`config.mk`:
```
export PLATFORM = sky130hd
export DESIGN_NAME = connect4_board_renderer
export DESIGN_NICKNAME = d
export VERILOG_FILES = /design/src/rtl/connect4_board_renderer.sv
export SDC_FILE = /design/constraint.sdc
export NUM_CORES = 1
export LEC_CHECK = 0
export BUFFER_PORTS_ARGS = -buffer_cell sky130_fd_sc_hd__buf_4
export CAP_MARGIN = 20
export CORE_AREA = 5 5 150 152
export DETAILED_ROUTE_END_ITERATION = 12
export DIE_AREA = 0 0 155 157
export SYNTH_ARGS = -nofsm -noshare
export SYNTH_HDL_FRONTEND = slang
export SYNTH_SLANG_ARGS = --single-unit
```
`constraint.sdc`:
```
create_clock -name clk -period 11.1 [get_ports clk]
set_input_delay 1.11 -clock clk [delete_from_list [all_inputs] [get_ports clk]]
set_output_delay 1.11 -clock clk [all_outputs]
set_load 0.01 [all_outputs]
```
`src/rtl/connect4_board_renderer.sv`:
```
// Connect-4 pixel colour stage: draws board, cursor disc and falling-disc animation
// behind a fixed 3-cycle pipeline with syncs delayed to match.
module connect4_board_renderer #(
    parameter int X0        = 96,
    parameter int Y0        = 80,
    parameter int R2        = 784,
    parameter int DROP_STEP = 8
) (
    input  logic       clk,
    input  logic       rst,
    input  logic [9:0] pixel_x,
    input  logic [9:0] pixel_y,
    input  logic       display_en,
    input  logic       hsync_in,
    input  logic       vsync_in,
    output logic [5:0] board_addr,
    input  logic [1:0] board_data,
    input  logic [2:0] cursor_col,
    input  logic       cur_player,
    input  logic       drop_start,
    input  logic [2:0] drop_col,
    input  logic [2:0] drop_row,
    input  logic       drop_player,
    output logic       drop_busy,
    output logic       drop_done,
    output logic [2:0] vga_r,
    output logic [2:0] vga_g,
    output logic [1:0] vga_b,
    output logic       hsync_out,
    output logic       vsync_out
);

    typedef enum logic {IDLE, FALL} state_t;

    localparam logic [7:0] COL_RED    = 8'b111_000_00;
    localparam logic [7:0] COL_YELLOW = 8'b111_111_00;
    localparam logic [7:0] COL_BLUE   = 8'b000_000_11;

    // The 12-bit sum keeps the 32,32 corner (2048) from wrapping into the disc.
    function automatic logic disc_hit(input logic [5:0] ox, input logic [5:0] oy);
        logic [5:0]  ax;
        logic [5:0]  ay;
        logic [11:0] sum;
        ax  = ox[5] ? {1'b0, ox[4:0]} : 6'd32 - ox;
        ay  = oy[5] ? {1'b0, oy[4:0]} : 6'd32 - oy;
        sum = {6'd0, ax} * {6'd0, ax} + {6'd0, ay} * {6'd0, ay};
        return sum < 12'(R2);
    endfunction

    state_t     state_q, state_d;
    logic [9:0] anim_y_q, anim_y_d;
    logic [9:0] target_q, target_d;
    logic [2:0] dcol_q, dcol_d;
    logic       dplayer_q, dplayer_d;
    logic       done_q, done_d;
    logic       frame_tick;
    logic [10:0] step_y;

    logic [10:0] rx, ry, ay_anim;
    logic        rx_ok, in_board, in_strip;
    logic [2:0]  col, row;

    logic [5:0] board_addr_q, board_addr_d;
    logic [5:0] s1_off_x_q, s1_off_x_d;
    logic [5:0] s1_off_y_q, s1_off_y_d;
    logic [5:0] s1_aoff_y_q, s1_aoff_y_d;
    logic       s1_board_q, s1_board_d;
    logic       s1_strip_q, s1_strip_d;
    logic       s1_cur_col_q, s1_cur_col_d;
    logic       s1_anim_row_q, s1_anim_row_d;
    logic       s1_cplayer_q, s1_cplayer_d;
    logic       s1_dplayer_q, s1_dplayer_d;
    logic       s1_de_q, s1_de_d;
    logic       s1_hs_q, s1_hs_d;
    logic       s1_vs_q, s1_vs_d;

    logic       s2_disc_q, s2_disc_d;
    logic       s2_anim_q, s2_anim_d;
    logic       s2_cursor_q, s2_cursor_d;
    logic       s2_board_q, s2_board_d;
    logic       s2_cplayer_q, s2_cplayer_d;
    logic       s2_dplayer_q, s2_dplayer_d;
    logic       s2_de_q, s2_de_d;
    logic       s2_hs_q, s2_hs_d;
    logic       s2_vs_q, s2_vs_d;

    logic [7:0] rgb_q, rgb_d;
    logic       s3_hs_q, s3_hs_d;
    logic       s3_vs_q, s3_vs_d;

    assign drop_busy  = (state_q == FALL);
    assign drop_done  = done_q;
    assign board_addr = board_addr_q;
    assign vga_r      = rgb_q[7:5];
    assign vga_g      = rgb_q[4:2];
    assign vga_b      = rgb_q[1:0];
    assign hsync_out  = s3_hs_q;
    assign vsync_out  = s3_vs_q;

    // The vsync copies already in the pipeline double as the edge detector.
    always_comb begin
        state_d    = state_q;
        anim_y_d   = anim_y_q;
        target_d   = target_q;
        dcol_d     = dcol_q;
        dplayer_d  = dplayer_q;
        done_d     = 1'b0;
        frame_tick = s2_vs_q && !s1_vs_q;
        step_y     = {1'b0, anim_y_q} + 11'(DROP_STEP);
        case (state_q)
            IDLE: begin
                if (drop_start && drop_col <= 3'd6 && drop_row <= 3'd5) begin
                    dcol_d    = drop_col;
                    dplayer_d = drop_player;
                    target_d  = 10'(Y0) + {1'b0, drop_row, 6'd0};
                    anim_y_d  = 10'(Y0 - 64);
                    state_d   = FALL;
                end
            end
            FALL: begin
                if (frame_tick) begin
                    if (anim_y_q == target_q) begin
                        done_d  = 1'b1;
                        state_d = IDLE;
                    end else if (step_y >= {1'b0, target_q}) begin
                        anim_y_d = target_q;
                    end else begin
                        anim_y_d = step_y[9:0];
                    end
                end
            end
            default: state_d = IDLE;
        endcase
    end

    always_comb begin
        rx       = {1'b0, pixel_x} - 11'(X0);
        ry       = {1'b0, pixel_y} - 11'(Y0);
        ay_anim  = {1'b0, pixel_y} - {1'b0, anim_y_q};
        rx_ok    = !rx[10] && (rx < 11'd448);
        in_board = rx_ok && !ry[10] && (ry < 11'd384);
        in_strip = rx_ok && ry[10] && (ry >= 11'h7C0);
        col      = rx[8:6];
        row      = ry[8:6];

        board_addr_d  = in_board ? (6'(row) * 6'd7 + 6'(col)) : 6'd0;
        s1_off_x_d    = rx[5:0];
        s1_off_y_d    = ry[5:0];
        s1_aoff_y_d   = ay_anim[5:0];
        s1_board_d    = in_board;
        s1_strip_d    = in_strip;
        s1_cur_col_d  = (col == cursor_col);
        s1_anim_row_d = drop_busy && rx_ok && (col == dcol_q) && (ay_anim[10:6] == 5'd0);
        s1_cplayer_d  = cur_player;
        s1_dplayer_d  = dplayer_q;
        s1_de_d       = display_en;
        s1_hs_d       = hsync_in;
        s1_vs_d       = vsync_in;

        s2_disc_d    = disc_hit(s1_off_x_q, s1_off_y_q);
        s2_anim_d    = s1_anim_row_q && disc_hit(s1_off_x_q, s1_aoff_y_q);
        s2_cursor_d  = s1_strip_q && s1_cur_col_q;
        s2_board_d   = s1_board_q;
        s2_cplayer_d = s1_cplayer_q;
        s2_dplayer_d = s1_dplayer_q;
        s2_de_d      = s1_de_q;
        s2_hs_d      = s1_hs_q;
        s2_vs_d      = s1_vs_q;
    end

    // board_data arrives alongside the stage-2 registers, so colour select reads it directly.
    always_comb begin
        rgb_d   = 8'h00;
        s3_hs_d = s2_hs_q;
        s3_vs_d = s2_vs_q;
        if (s2_de_q) begin
            if (s2_anim_q) begin
                rgb_d = s2_dplayer_q ? COL_YELLOW : COL_RED;
            end else if (s2_cursor_q && s2_disc_q) begin
                rgb_d = s2_cplayer_q ? COL_YELLOW : COL_RED;
            end else if (s2_board_q && !s2_disc_q) begin
                rgb_d = COL_BLUE;
            end else if (s2_board_q) begin
                case (board_data)
                    2'b01:   rgb_d = COL_RED;
                    2'b10:   rgb_d = COL_YELLOW;
                    default: rgb_d = 8'h00;
                endcase
            end
        end
    end

    always_ff @(posedge clk or posedge rst) begin
        if (rst) begin
            state_q       <= IDLE;
            anim_y_q      <= 10'd0;
            target_q      <= 10'd0;
            dcol_q        <= 3'd0;
            dplayer_q     <= 1'b0;
            done_q        <= 1'b0;
            board_addr_q  <= 6'd0;
            s1_off_x_q    <= 6'd0;
            s1_off_y_q    <= 6'd0;
            s1_aoff_y_q   <= 6'd0;
            s1_board_q    <= 1'b0;
            s1_strip_q    <= 1'b0;
            s1_cur_col_q  <= 1'b0;
            s1_anim_row_q <= 1'b0;
            s1_cplayer_q  <= 1'b0;
            s1_dplayer_q  <= 1'b0;
            s1_de_q       <= 1'b0;
            s1_hs_q       <= 1'b1;
            s1_vs_q       <= 1'b1;
            s2_disc_q     <= 1'b0;
            s2_anim_q     <= 1'b0;
            s2_cursor_q   <= 1'b0;
            s2_board_q    <= 1'b0;
            s2_cplayer_q  <= 1'b0;
            s2_dplayer_q  <= 1'b0;
            s2_de_q       <= 1'b0;
            s2_hs_q       <= 1'b1;
            s2_vs_q       <= 1'b1;
            rgb_q         <= 8'h00;
            s3_hs_q       <= 1'b1;
            s3_vs_q       <= 1'b1;
        end else begin
            state_q       <= state_d;
            anim_y_q      <= anim_y_d;
            target_q      <= target_d;
            dcol_q        <= dcol_d;
            dplayer_q     <= dplayer_d;
            done_q        <= done_d;
            board_addr_q  <= board_addr_d;
            s1_off_x_q    <= s1_off_x_d;
            s1_off_y_q    <= s1_off_y_d;
            s1_aoff_y_q   <= s1_aoff_y_d;
            s1_board_q    <= s1_board_d;
            s1_strip_q    <= s1_strip_d;
            s1_cur_col_q  <= s1_cur_col_d;
            s1_anim_row_q <= s1_anim_row_d;
            s1_cplayer_q  <= s1_cplayer_d;
            s1_dplayer_q  <= s1_dplayer_d;
            s1_de_q       <= s1_de_d;
            s1_hs_q       <= s1_hs_d;
            s1_vs_q       <= s1_vs_d;
            s2_disc_q     <= s2_disc_d;
            s2_anim_q     <= s2_anim_d;
            s2_cursor_q   <= s2_cursor_d;
            s2_board_q    <= s2_board_d;
            s2_cplayer_q  <= s2_cplayer_d;
            s2_dplayer_q  <= s2_dplayer_d;
            s2_de_q       <= s2_de_d;
            s2_hs_q       <= s2_hs_d;
            s2_vs_q       <= s2_vs_d;
            rgb_q         <= rgb_d;
            s3_hs_q       <= s3_hs_d;
            s3_vs_q       <= s3_vs_d;
        end
    end

endmodule

```
# --- Yosys cells after proc, flatten, opt, wreduce, memory -nomap -nowiden ---
# Cells that the tools add are included.
# W data, S select, Z words.
op_classes:
  n_addsub: 11
  multipliers: 4
  magnitude_cmp: 8
  eq_ne: 8
  n_mux: 24
  n_bitwise: 1
  reduce_logical: 22
ops:
  columns: ["operator", "count"]
  rows:
  - ["$mux W10", 4]
  - ["$mux W8", 5]
  - ["$mul A6 B6 Y12", 3]
  - ["$add A12 B12 Y12", 2]
  - ["$lt A12 B10 Y1 const B", 2]
  - ["$mux W6", 4]
  - ["$lt A11 B9 Y1 const B", 2]
  - ["$sub A10 B7 Y11 const B", 2]
  - ["$pmux W10 S2", 1]
  - ["$sub A6 B6 Y6 const A", 3]
  - ["$pmux W8 S2", 1]
  - ["$logic_and A1 B1 Y1", 15]
  - ["$add A10 B4 Y11 const B", 1]
  - ["$ge A11 B10 Y1", 1]
  - ["$ge A11 B11 Y1 const B", 1]
  - ["$sub A10 B10 Y11", 1]
  - ["$add A7 B9 Y10 const A", 1]
  - ["$eq A10 B10 Y1", 1]
  - ["$mux W5", 2]
  - ["$add A6 B3 Y6", 1]
  - ["$eq A3 B3 Y1", 2]
  - ["$le A3 B3 Y1 const B", 2]
  - ["$mul A3 B3 Y6 const B", 1]
  - ["$mux W1", 6]
  - ["10 further kinds", 14]
totals:
  ff_bits: 78
  in_bits: 39
  output_inout_bits: 18
  wordCells: 109

# --- Longest topological paths before layout ---
# Gate-level depths: netlist of the first run.
logic_depth:
  depth_word: 7
  depth_mapped: 25
  mapped_depth_nobuf: 25

# --- Least setup slack after synthesis of the first run ---
# No wires, ideal clock.
synth_path:
  path_type: "flip-flop to flip-flop"
  from: "register s1_off_x_q[0]"
  to: "register s2_anim_q"
  setup_ps: 95
  arrival_time_ps: 5758
  required_ps: 11005
  path_slack_ps: 5247
  stages_incl_launch_ff: 25
  n_path_buf: 0
  period_less_slack_ps: 5853
  path_cell_list: "dfrtp_1 inv_1 ha_1 a21oi_1 xnor2_1 nor2_1 fa_1 inv_1 fa_1 fa_1 inv_1 ha_1 and3b_1 o21a_1 o21a_1 o21ai_0 a21oi_1 nor3b_1 fa_1 inv_1 ha_1 o21a_1 o2bb2ai_1 xnor3_1 nor4b_2"
synth_between:
  elab_chain_cells: 6
synth_lines:
  columns: ["item", "line_no", "rtl"]
  rows:
  - ["from (decl)", "64", "logic [5:0] s1_off_x_q, s1_off_x_d;"]
  - ["from (signal assigned)", "234", "s1_off_x_q <= s1_off_x_d;"]
  - ["$sub A6 B6 Y6", "44", "ax = ox[5] ? {1'b0, ox[4:0]} : 6'd32 - ox;"]
  - ["$mux W6 *", "44", null]
  - ["$mul A6 B6 Y12 *", "46", "sum = {6'd0, ax} * {6'd0, ax} + {6'd0, ay} * {6'd0, ay};"]
  - ["$add A12 B12 Y12 *", "46", null]
  - ["$lt A12 B10 Y1 *", "47", "return sum < 12'(R2);"]
  - ["$logic_and A1 B1 Y1 *", "161", "s2_anim_d = s1_anim_row_q && disc_hit(s1_off_x_q, s1_aoff_y_q);"]
  - ["net s2_anim_d", "78", "logic s2_anim_q, s2_anim_d;"]
  - ["to (signal assigned)", "247", "s2_anim_q <= s2_anim_d;"]
  - ["to (decl)", "78", null]
# The timed path passes the listed nets; every way through them passes the cells marked *.
# A chain may end at the register's enable or synchronous reset.

# --- Worst setup path after layout of the first run ---
# Ends and elaborated chain as after synthesis.

==> metrics.csv, run 1 <==
metric,value,unit
outcome,completed,
Setup WS pre-CTS,4.640,ns
CP Class,register to register,
Slew @ Worst Pin,0.8380,ns
final setup violation count,0,
DRT iter0 DRCs,137,
"area leader, netlist",dfrtp_1,
crit path max fanout,7,
WL/cell,12.58,um
Slew HR,0.4413,
Nets,877,
"top cells by area, synth","dfrtp_1 24%, ha_1 15%, fa_1 14%",
DR vias,4420,
GRT Util Overall,0.1087,
Initial Util,0.2946,
initial antenna violation count,0,
chip width,155,um
Core Footprint,20890,um^2
Yosys warning count,0,
Skew-Pair Late Insertion Delay,0.34,ns
WL final,12570,um
ys flop type,dfrtp_1,
Final Cycle Share,0.5770,
endpoints failing hold,0,
startpoint type of the worst setup path,register,
"EDFF count, synth",0,
max cap viols,0,
Placed Cells,983,
f_max,156.1,MHz
vias per cell,4.424,
worst path arrival time,6.65,ns
synthesized area,6155,um^2
most frequent cells in the layout,"103 x inv_1, 75 x ha_1, 65 x nor2_1",
clk buf depth,2,
cts hold-fix bufs,0,
vias in the first global route,4485,
CTS tree,done,
Max Slew Vio Count,0,
Die ar.,24340,um^2
"Distinct cells, synth",69,
H-tree levels,3,
post_cts resized,0,
# Post-CTS Setup Buffers,0,
first-pass GRT wire length,21280,um
RSZ-0062 raised after global routing,no,
Worst Setup End Kind,register,
Cell Rows,53,
# DRC,0,
number of buffers created by CTS,9,
share of cells above drive strength 1,0.1395,
post-detailed-placement half-perimeter wirelength,10390,um
Buffers on Ports,56,
Pre-antenna DRT Iters,4,
Syn Inst Count,654,
total clock sinks,64,
post-route ant nets,0,
"commonest non-fill, non-tap cell in the layout",inv_1,
pin count of the biggest net entering global routing,65,
area delta synth->final,17.04,%
synthesized flop and latch total,64,
setup ws final,4.695,ns
Synth top area share,0.2358,
Syn Area/Cell,9.411,um^2
Hold Path Class,register to register,
Final min period,6.405,ns
"Async S/R FF share, synth",1.000,
sequential area share after synthesis,0.2614,
Antenna diodes,0,
Die Y,157,um
RePlAce Congestion,0.8551,
Worst EP required,11.34,ns
Sum Neg Setup Slack,0,ns
clk slew on worst S/H paths,0.06,ns
CTS Root Buffer Type,clkbuf_16,
# IOs,57,
Final Skew,0.01024,ns
GR Overflow Total,0,
Post-Layout Cell Count,999,
[final cells by class]
class	count	area (um^2)
clock buffer	11	252.7
clock inverter	5	55.05
fill	2155	13690
inverter	106	397.9
multi-input combinational	481	4116
sequential	64	1609
tap	275	344.1
timing repair buffer	57	427.9
[state kept, by name, indices dropped and copies added, names as in the netlist, 3 cells and up]
| register | flops |
|---|---|
| s1_off_x_q | 6 |
| anim_y_q | 7 |
| board_addr | 6 |
| s1_off_y_q | 5 |
| dcol_q | 3 |
| target_q | 5 |
| s1_aoff_y_q | 6 |
| rgb_q | 3 |
[synthesized netlist by cell type (2+ instances only)]
| master | count |
|---|---|
| a311oi_1 | 2 |
| a22o_1 | 2 |
| buf_4 | 5 |
| and2_1 | 6 |
| nor4_1 | 5 |
| mux2i_1 | 7 |
| a21boi_0 | 2 |
| o21bai_1 | 3 |
| nand3_1 | 10 |
| mux2_2 | 3 |
| dfstp_2 | 6 |
| dfrtp_1 | 58 |
| clkbuf_1 | 3 |
| nor3_1 | 12 |
| o21ai_0 | 29 |
| or4_1 | 3 |
| a21oi_1 | 26 |
| and3_1 | 5 |
| a21o_1 | 3 |
| conb_1 | 2 |
| a31oi_1 | 3 |
| nand2_1 | 33 |
| nand4_1 | 5 |
| nor2b_1 | 7 |
| xnor2_1 | 40 |
| nor2_1 | 65 |
| inv_2 | 2 |
| fa_1 | 44 |
| o22ai_1 | 5 |
| xor2_1 | 19 |
| o311ai_0 | 2 |
| or2_2 | 5 |
| and3b_1 | 2 |
| nand2b_1 | 8 |
| ha_1 | 75 |
| inv_1 | 104 |
| xnor3_1 | 2 |
| nor2_2 | 3 |
| o21a_1 | 8 |
[critical path: stages, from the launching register on]
cell and delay, ns:
dfrtp_1 0.40, inv_1 0.15, ha_1 0.20, a21oi_1 0.08
xnor2_1 0.45, nor2_1 0.12, fa_1 0.52, inv_1 0.05
fa_1 0.46, fa_1 0.54, inv_1 0.04, ha_1 0.32
a21oi_1 0.20, o21ai_1 0.14, nor2b_1 0.36, fa_1 0.50
ha_1 0.38, and3_4 0.19, a2111oi_4 0.45, nor4b_1 0.10
a31o_1 0.19, o32a_1 0.18, nor4b_2 0.27
[metal layers]
layer,global-route usage,share of wire,routed length [um]
met2,0.1967,0.51,6461
met5,0,0,0
met3,0.02200,0.024,301
met1,0.1311,0.45,5663
met4,0.03028,0.011,138
[kinds of logic (layout without fill, tap and decap cells)]
| group | after synthesis | after routing | share of synthesized area |
|---|---|---|---|
| buffers and inverters | 115 | 179 | 0.07339 |
| XOR/XNOR | 63 | 63 | 0.09840 |
| AND/OR/NAND/NOR | 178 | 178 | 0.1429 |
| flip-flops | 64 | 64 | 0.2614 |
| adder cells (fa/ha/maj) | 119 | 119 | 0.2956 |
| multiplexers | 10 | 10 | 0.01687 |
| AO/OA/AOI/OAI | 103 | 103 | 0.1102 |
| other | 2 | 8 | 0.001220 |
[final timing paths]
path                               start             to  slack, ns  cells past startpoint
min in group asynchronous            rst  s1_off_x_q[1]       1.01                      3
hold reg to reg                  s1_de_q        s2_de_q       0.35                      0
setup reg to reg           s1_off_x_q[0]      s2_anim_q       4.70                     22
hold / removal                   s1_de_q        s2_de_q       0.35                      0
setup / recovery           s1_off_x_q[0]      s2_anim_q       4.70                     22
max in group asynchronous            rst  s1_off_y_q[3]       9.52                      3
[stage by stage]
stage / hold WS (ns) / utilization / cell area, um^2
after floorplan: 0.3312 / - / 6177
after global placement: 0.3340 / 0.3301 / 6895
after detailed placement: 0.3356 / 0.3301 / 6895
after CTS: 0.3485 / 0.3448 / 7203
after global routing: 0.3511 / 0.3448 / 7203
final: 0.3460 / 0.3448 / 7203
Power of run 1 is left out: the tool's default activity adds up to more than one toggle a clock period on the data nets, which glitch-free logic cannot reach.
==> inputs of run 2 (changes only) <==
==> constraint.sdc (replaced) <==
create_clock -name clk -period 6.1 [get_ports clk]
set_input_delay 0.61 -clock clk [delete_from_list [all_inputs] [get_ports clk]]
set_output_delay 0.61 -clock clk [all_outputs]
set_load 0.01 [all_outputs]
==> metrics.csv, run 2 (synthesis gave the netlist of run 1 again) <==
metric,value,unit,change
max cap viols,0,,unchanged
pin count of the biggest net entering global routing,65,,unchanged
Die ar.,24340,um^2,unchanged
area delta synth->final,19.80,%,
CP Class,register to register,,
Worst Hold Launch,s1_de_q,,
FF-to-FF Start,s1_off_x_q[1],,
Initial Util,0.2946,,unchanged
# IOs,57,,unchanged
Nets,888,,+1.3%
total clock sinks,64,,unchanged
Slew @ Worst Pin,0.8262,ns,-0.01187 ns
outcome,completed,,
startpoint type of the worst setup path,register,,
Final Skew,0.005961,ns,-0.004282 ns
Worst Setup SP,s1_off_x_q[1],,
"commonest non-fill, non-tap cell in the layout",inv_1,,
# DRC,0,,unchanged
Buffers on Ports,56,,unchanged
vias in the first global route,4578,,+2.1%
crit path max fanout,5,,-2
max reg flops,7,,unchanged
DRT iter0 DRCs,149,,+8.8%
f_max,175.2,MHz,+12%
GRT Util Overall,0.1076,,-0.001040
worst path arrival time,5.96,ns,-0.69 ns
Worst EP required,6.35,ns,-4.99 ns
initial antenna violation count,0,,unchanged
WL final,12630,um,+0.54%
CTS Root Buffer Type,clkbuf_16,,
Sum Neg Setup Slack,0,ns,unchanged
Core Footprint,20890,um^2,unchanged
RSZ-0062 raised after global routing,no,,
GR Overflow Total,0,,unchanged
Worst Setup End Kind,register,,
vias per cell,4.547,,+2.8%
post-detailed-placement half-perimeter wirelength,10380,um,about the same
Slew HR,0.4492,,+0.007911
share of cells above drive strength 1,0.1741,,+0.03465
Die Y,157,um,unchanged
WL/cell,12.51,um,-0.55%
Final min period,5.707,ns,-0.6977 ns
RePlAce Congestion,0.8720,,+2.0%
Skew-Pair Late Insertion Delay,0.34,ns,about the same
most frequent cells in the layout,"103 x inv_1, 71 x ha_1, 68 x buf_4",,
Hold Path Class,register to register,,
number of buffers created by CTS,9,,unchanged
first-pass GRT wire length,21270,um,about the same
"Most flops, register",anim_y_q,,
H-tree levels,3,,unchanged
post-route ant nets,0,,unchanged
DR vias,4592,,+3.9%
Antenna diodes,0,,unchanged
cts hold-fix bufs,0,,unchanged
clk slew on worst S/H paths,0.06,ns,about the same
chip width,155,um,unchanged
Final Cycle Share,0.9356,,+0.3586
endpoints failing hold,0,,unchanged
clk buf depth,2,,unchanged
Max Slew Vio Count,0,,unchanged
Pre-antenna DRT Iters,4,,unchanged
CTS tree,done,,
Cell Rows,53,,unchanged
final setup violation count,0,,unchanged
-- run 2: per-layer routing --
metal / part of all wire / routed length [um] / up-vias / GRT usage
met4: 0.014 / 177 / 0 / 0.03280
met5: 0 / 0 / - / 0
met1: 0.45 / 5633 / 2202 / 0.1313
li1: - / - / 2312 / -
met3: 0.038 / 480 / 14 / 0.02255
met2: 0.50 / 6341 / 64 / 0.1911
-- run 2: per-stage QoR --
stage / hold slack (ns) / worst slack, ns / instance area, um^2 / utilization / std cells
after floorplan: 0.3312 / 0.2473 / 6177 / - / 660
after global placement: 0.3328 / 0.1248 / 6970 / 0.3337 / 993
after detailed placement: 0.3364 / 0.06116 / 6970 / 0.3337 / 993
after CTS: 0.3495 / 0.03450 / 7267 / 0.3479 / 1009
after global routing: 0.3507 / 0.04735 / 7373 / 0.3530 / 1010
final: 0.3473 / 0.3930 / 7373 / 0.3530 / 1010
-- run 2: path summary, 6_finish.rpt --
kind,end,cells past startpoint,slack (ns)
max,s2_anim_q,25,0.39
min,s2_de_q,0,0.35
min reg2reg,s2_de_q,0,0.35
max reg2reg,s2_anim_q,25,0.39
max in group asynchronous,board_addr[0],3,5.03
min in group asynchronous,s1_off_x_q[2],3,0.50
-- run 2: worst max-delay path, cell delays in order, from the launching register on --
cell and delay [ns]:
dfrtp_1 0.41, inv_1 0.07, ha_2 0.20, a21oi_2 0.18
xnor2_2 0.13, nor2_1 0.07, fa_1 0.50, inv_1 0.05
fa_1 0.46, fa_1 0.55, inv_1 0.06, ha_4 0.24
and3b_1 0.19, o21a_1 0.19, o21a_1 0.19, o21ai_2 0.14
nand4_1 0.10, nor3b_2 0.17, buf_4 0.15, fa_1 0.47
inv_1 0.04, ha_1 0.31, o21a_1 0.11, o2bb2ai_1 0.15
xnor3_1 0.24, nor4b_2 0.25
-- run 2: layout make-up --
class                           count  area, um^2
Clock inverter                      7       71.32
Sequential cell                    64        1609
Multi-Input combinational cell    481        4215
Tap cell                          275       344.1
Inverter                          106       397.9
Fill cell                        2141       13520
Timing Repair Buffer               68       510.5
Clock buffer                        9       225.2
-- run 2: timing repair --
item	CTS	global route
gates resized for setup	0	18
setup endpoints to repair	0	2
setup buffers	0	1
Power of run 2 is left out for the same reason.
==> inputs of run 3 (changes only) <==
--- a/config.mk
+++ b/config.mk
@@ -5,11 +5,13 @@
 export SDC_FILE = /design/constraint.sdc
 export NUM_CORES = 1
 export LEC_CHECK = 0
+export ABC_AREA = 1
 export BUFFER_PORTS_ARGS = -buffer_cell sky130_fd_sc_hd__buf_4
-export CAP_MARGIN = 20
-export CORE_AREA = 5 5 150 152
+export CAP_MARGIN = 5
+export CORE_AREA = 5 5 153 155
 export DETAILED_ROUTE_END_ITERATION = 12
-export DIE_AREA = 0 0 155 157
+export DIE_AREA = 0 0 158 160
+export GPL_TIMING_DRIVEN = 0
 export SYNTH_ARGS = -nofsm -noshare
 export SYNTH_HDL_FRONTEND = slang
 export SYNTH_SLANG_ARGS = --single-unit
==> metrics.csv, run 3 <==
metric,value,unit,change
Final Skew,0.002160,ns,-0.003800 ns
vias per cell,4.293,,-5.6%
first-pass GRT wire length,24140,um,+14%
Placed Cells,1168,,+18%
pin count of the biggest net entering global routing,37,,-43%
GR Overflow Total,0,,unchanged
Slowest cell on crit path,fa_1,,
"Distinct cells, synth",47,,-32%
H-tree levels,3,,unchanged
initial antenna violation count,0,,unchanged
Die ar.,25280,um^2,+3.9%
Worst R2R End,s2_disc_q,,
"commonest non-fill, non-tap cell in the layout",inv_1,,
"slowest stage delay, CP",0.54,ns,about the same
Layout fillers,2220,,+3.7%
Worst Setup End Kind,register,,
share of cells above drive strength 1,0.1414,,-0.03271
CTS tree,done,,
worst path buffer plus inverter count,6,,+1
final setup violation count,0,,unchanged
vias in the first global route,5219,,+14%
Synth Area in Adders,0.2818,,-0.01381
Pre-antenna DRT Iters,4,,unchanged
# DRC,0,,unchanged
outcome,completed,,
Slew @ Worst Pin,0.6252,ns,-0.2010 ns
max reg flops,7,,unchanged
Nets,1058,,+19%
Worst EP required,6.35,ns,about the same
Antenna diodes,0,,unchanged
startpoint type of the worst setup path,register,,
r2r setup slk,0.38,ns,about the same
end point of the worst hold path,s2_dplayer_q,,
DRT iter0 DRCs,152,,+2.0%
mux cell area share after synthesis,0.001550,,-0.01532
Hold Path Class,register to register,,
DR vias,5087,,+11%
"count leader, synth",inv_1,,
most frequent cells in the layout,"187 x inv_1, 177 x nand2_1, 75 x ha_1",,
cells on worst reg2reg path,29,,+16%
# IOs,57,,unchanged
clk buf depth,2,,unchanged
synthesized area,6456,um^2,+4.9%
sequential area share after synthesis,0.2492,,-0.01221
Final min period,5.720,ns,+0.01291 ns
Post-Layout Cell Count,1185,,+17%
Syn Area/Cell,7.826,um^2,-17%
Worst Hold Launch,s1_dplayer_q,,
clk slew on worst S/H paths,0.06,ns,about the same
xor/xnor share of the synthesized area,0.05504,,-0.04336
cts hold-fix bufs,0,,unchanged
endpoints failing hold,0,,unchanged
GRT Util Overall,0.1159,,+0.008270
Die Y,160,um,+1.9%
max cap viols,0,,unchanged
Buffers on Ports,56,,unchanged
"top cells by area, synth","dfrtp_1 22%, ha_1 15%, fa_1 14%",,
CP Class,register to register,,
"Most flops, register",anim_y_q,,
post-detailed-placement half-perimeter wirelength,11430,um,+10%
Syn Inst Count,825,,+26%
FF-to-FF Start,s1_off_x_q[0],,
f_max,174.8,MHz,-0.23%
Final Cycle Share,0.9377,,+0.002116
area delta synth->final,18.28,%,
ys flop type,dfrtp_1,,
chip width,158,um,+1.9%
post-route ant nets,0,,unchanged
Yosys warning count,0,,unchanged
number of buffers created by CTS,9,,unchanged
total clock sinks,64,,unchanged
worst hold path depth,0,,unchanged
largest family of logic cells by synthesized area,adder cells,,
worst path arrival time,5.97,ns,about the same
Sum Neg Setup Slack,0,ns,unchanged
Core Footprint,21690,um^2,+3.8%
WL final,13650,um,+8.1%
Synth top area share,0.2248,,-0.01101
Slew HR,0.5826,,+0.1334
"area leader, netlist",dfrtp_1,,
"EDFF count, synth",0,,unchanged
synthesized flop and latch total,64,,unchanged
Synth Area in Compound Gates,0.06027,,-0.04991
most common library cells after synthesis,"189 x inv_1, 177 x nand2_1, 75 x ha_1",,
RePlAce Congestion,0.8083,,-7.3%
Skew-Pair Late Insertion Delay,0.34,ns,about the same
RSZ-0062 raised after global routing,no,,
Cell Rows,54,,+1.9%
Simple-Gate Fraction of Synth Area,0.2283,,+0.08538
crit path max fanout,5,,unchanged
"Async S/R FF share, synth",1.000,,unchanged
Max Slew Vio Count,0,,unchanged
WL/cell,11.52,um,-7.9%
CTS Root Buffer Type,clkbuf_16,,
Initial Util,0.2977,,+0.003042
Crit path max-delay family,adder cells,,
[run 3: cell families after synthesis]
| kind of cell | count (synthesis) |
|---|---|
| AOI/OAI and AO/OA | 67 |
| xor gates and xnor gates | 38 |
| adders and majority gates | 119 |
| buffers and inverters | 205 |
| DFF | 64 |
| muxes | 1 |
| other | 2 |
| and+or+nand+nor | 329 |
[run 3: layer usage]
| metal | part of all wire | track usage | up-vias | wire, um |
|---|---|---|---|---|
| li1 | - | - | 2682 | - |
| met1 | 0.47 | 0.1509 | 2331 | 6426 |
| met2 | 0.49 | 0.1972 | 58 | 6625 |
| met3 | 0.027 | 0.02030 | 16 | 373 |
| met4 | 0.016 | 0.03218 | 0 | 225 |
| met5 | 0 | 0 | - | 0 |
[run 3: stage by stage]
stage	cell area, um^2	util	hold WS, ns	setup WS (ns)
final	7636	0.3521	0.3500	0.3801
after global routing	7636	0.3521	0.3587	0.002908
after CTS	7575	0.3493	0.3550	0.1396
after detailed placement	7269	0.3352	0.3385	0.1660
after global placement	7249	0.3343	0.3343	0.1795
after floorplan	6479	-	0.3312	0.8629
[run 3: how the worst max path moves through the flow]
stage / startpoint / to / slack (ns) / cells past startpoint
finish: s1_off_x_q[0] / s2_disc_q / 0.38 / 29
global route: s1_off_x_q[1] / s2_disc_q / 0.003 / 30
CTS: s1_off_x_q[1] / s2_disc_q / 0.14 / 22
detailed placement: s1_off_x_q[1] / s2_disc_q / 0.17 / 25
global placement: s1_off_x_q[1] / s2_disc_q / 0.18 / 25
floorplan: s1_off_x_q[1] / s2_disc_q / 0.86 / 26
[run 3: what timing repair did]
action | CTS | global route
gates resized for setup | 0 | 10
hold endpoints to repair | 0 | 0
setup buffers | 0 | 1
endpoints found under the setup margin | 0 | 2
[run 3: cell type report]
type | count | area, um^2 | area share
multi-input cells | 562 | 4130 | 0.5409
flip-flops and latches | 64 | 1610 | 0.2109
repair buffers | 58 | 447.9 | 0.05866
well taps | 280 | 350.3 | 0.04588
plain buffers | 8 | 50.05 | 0.006554
clock inverters | 7 | 80.08 | 0.01049
inverters | 197 | 742.0 | 0.09717
clock buffers | 9 | 225.2 | 0.02949
Power of run 3 is left out for the same reason.
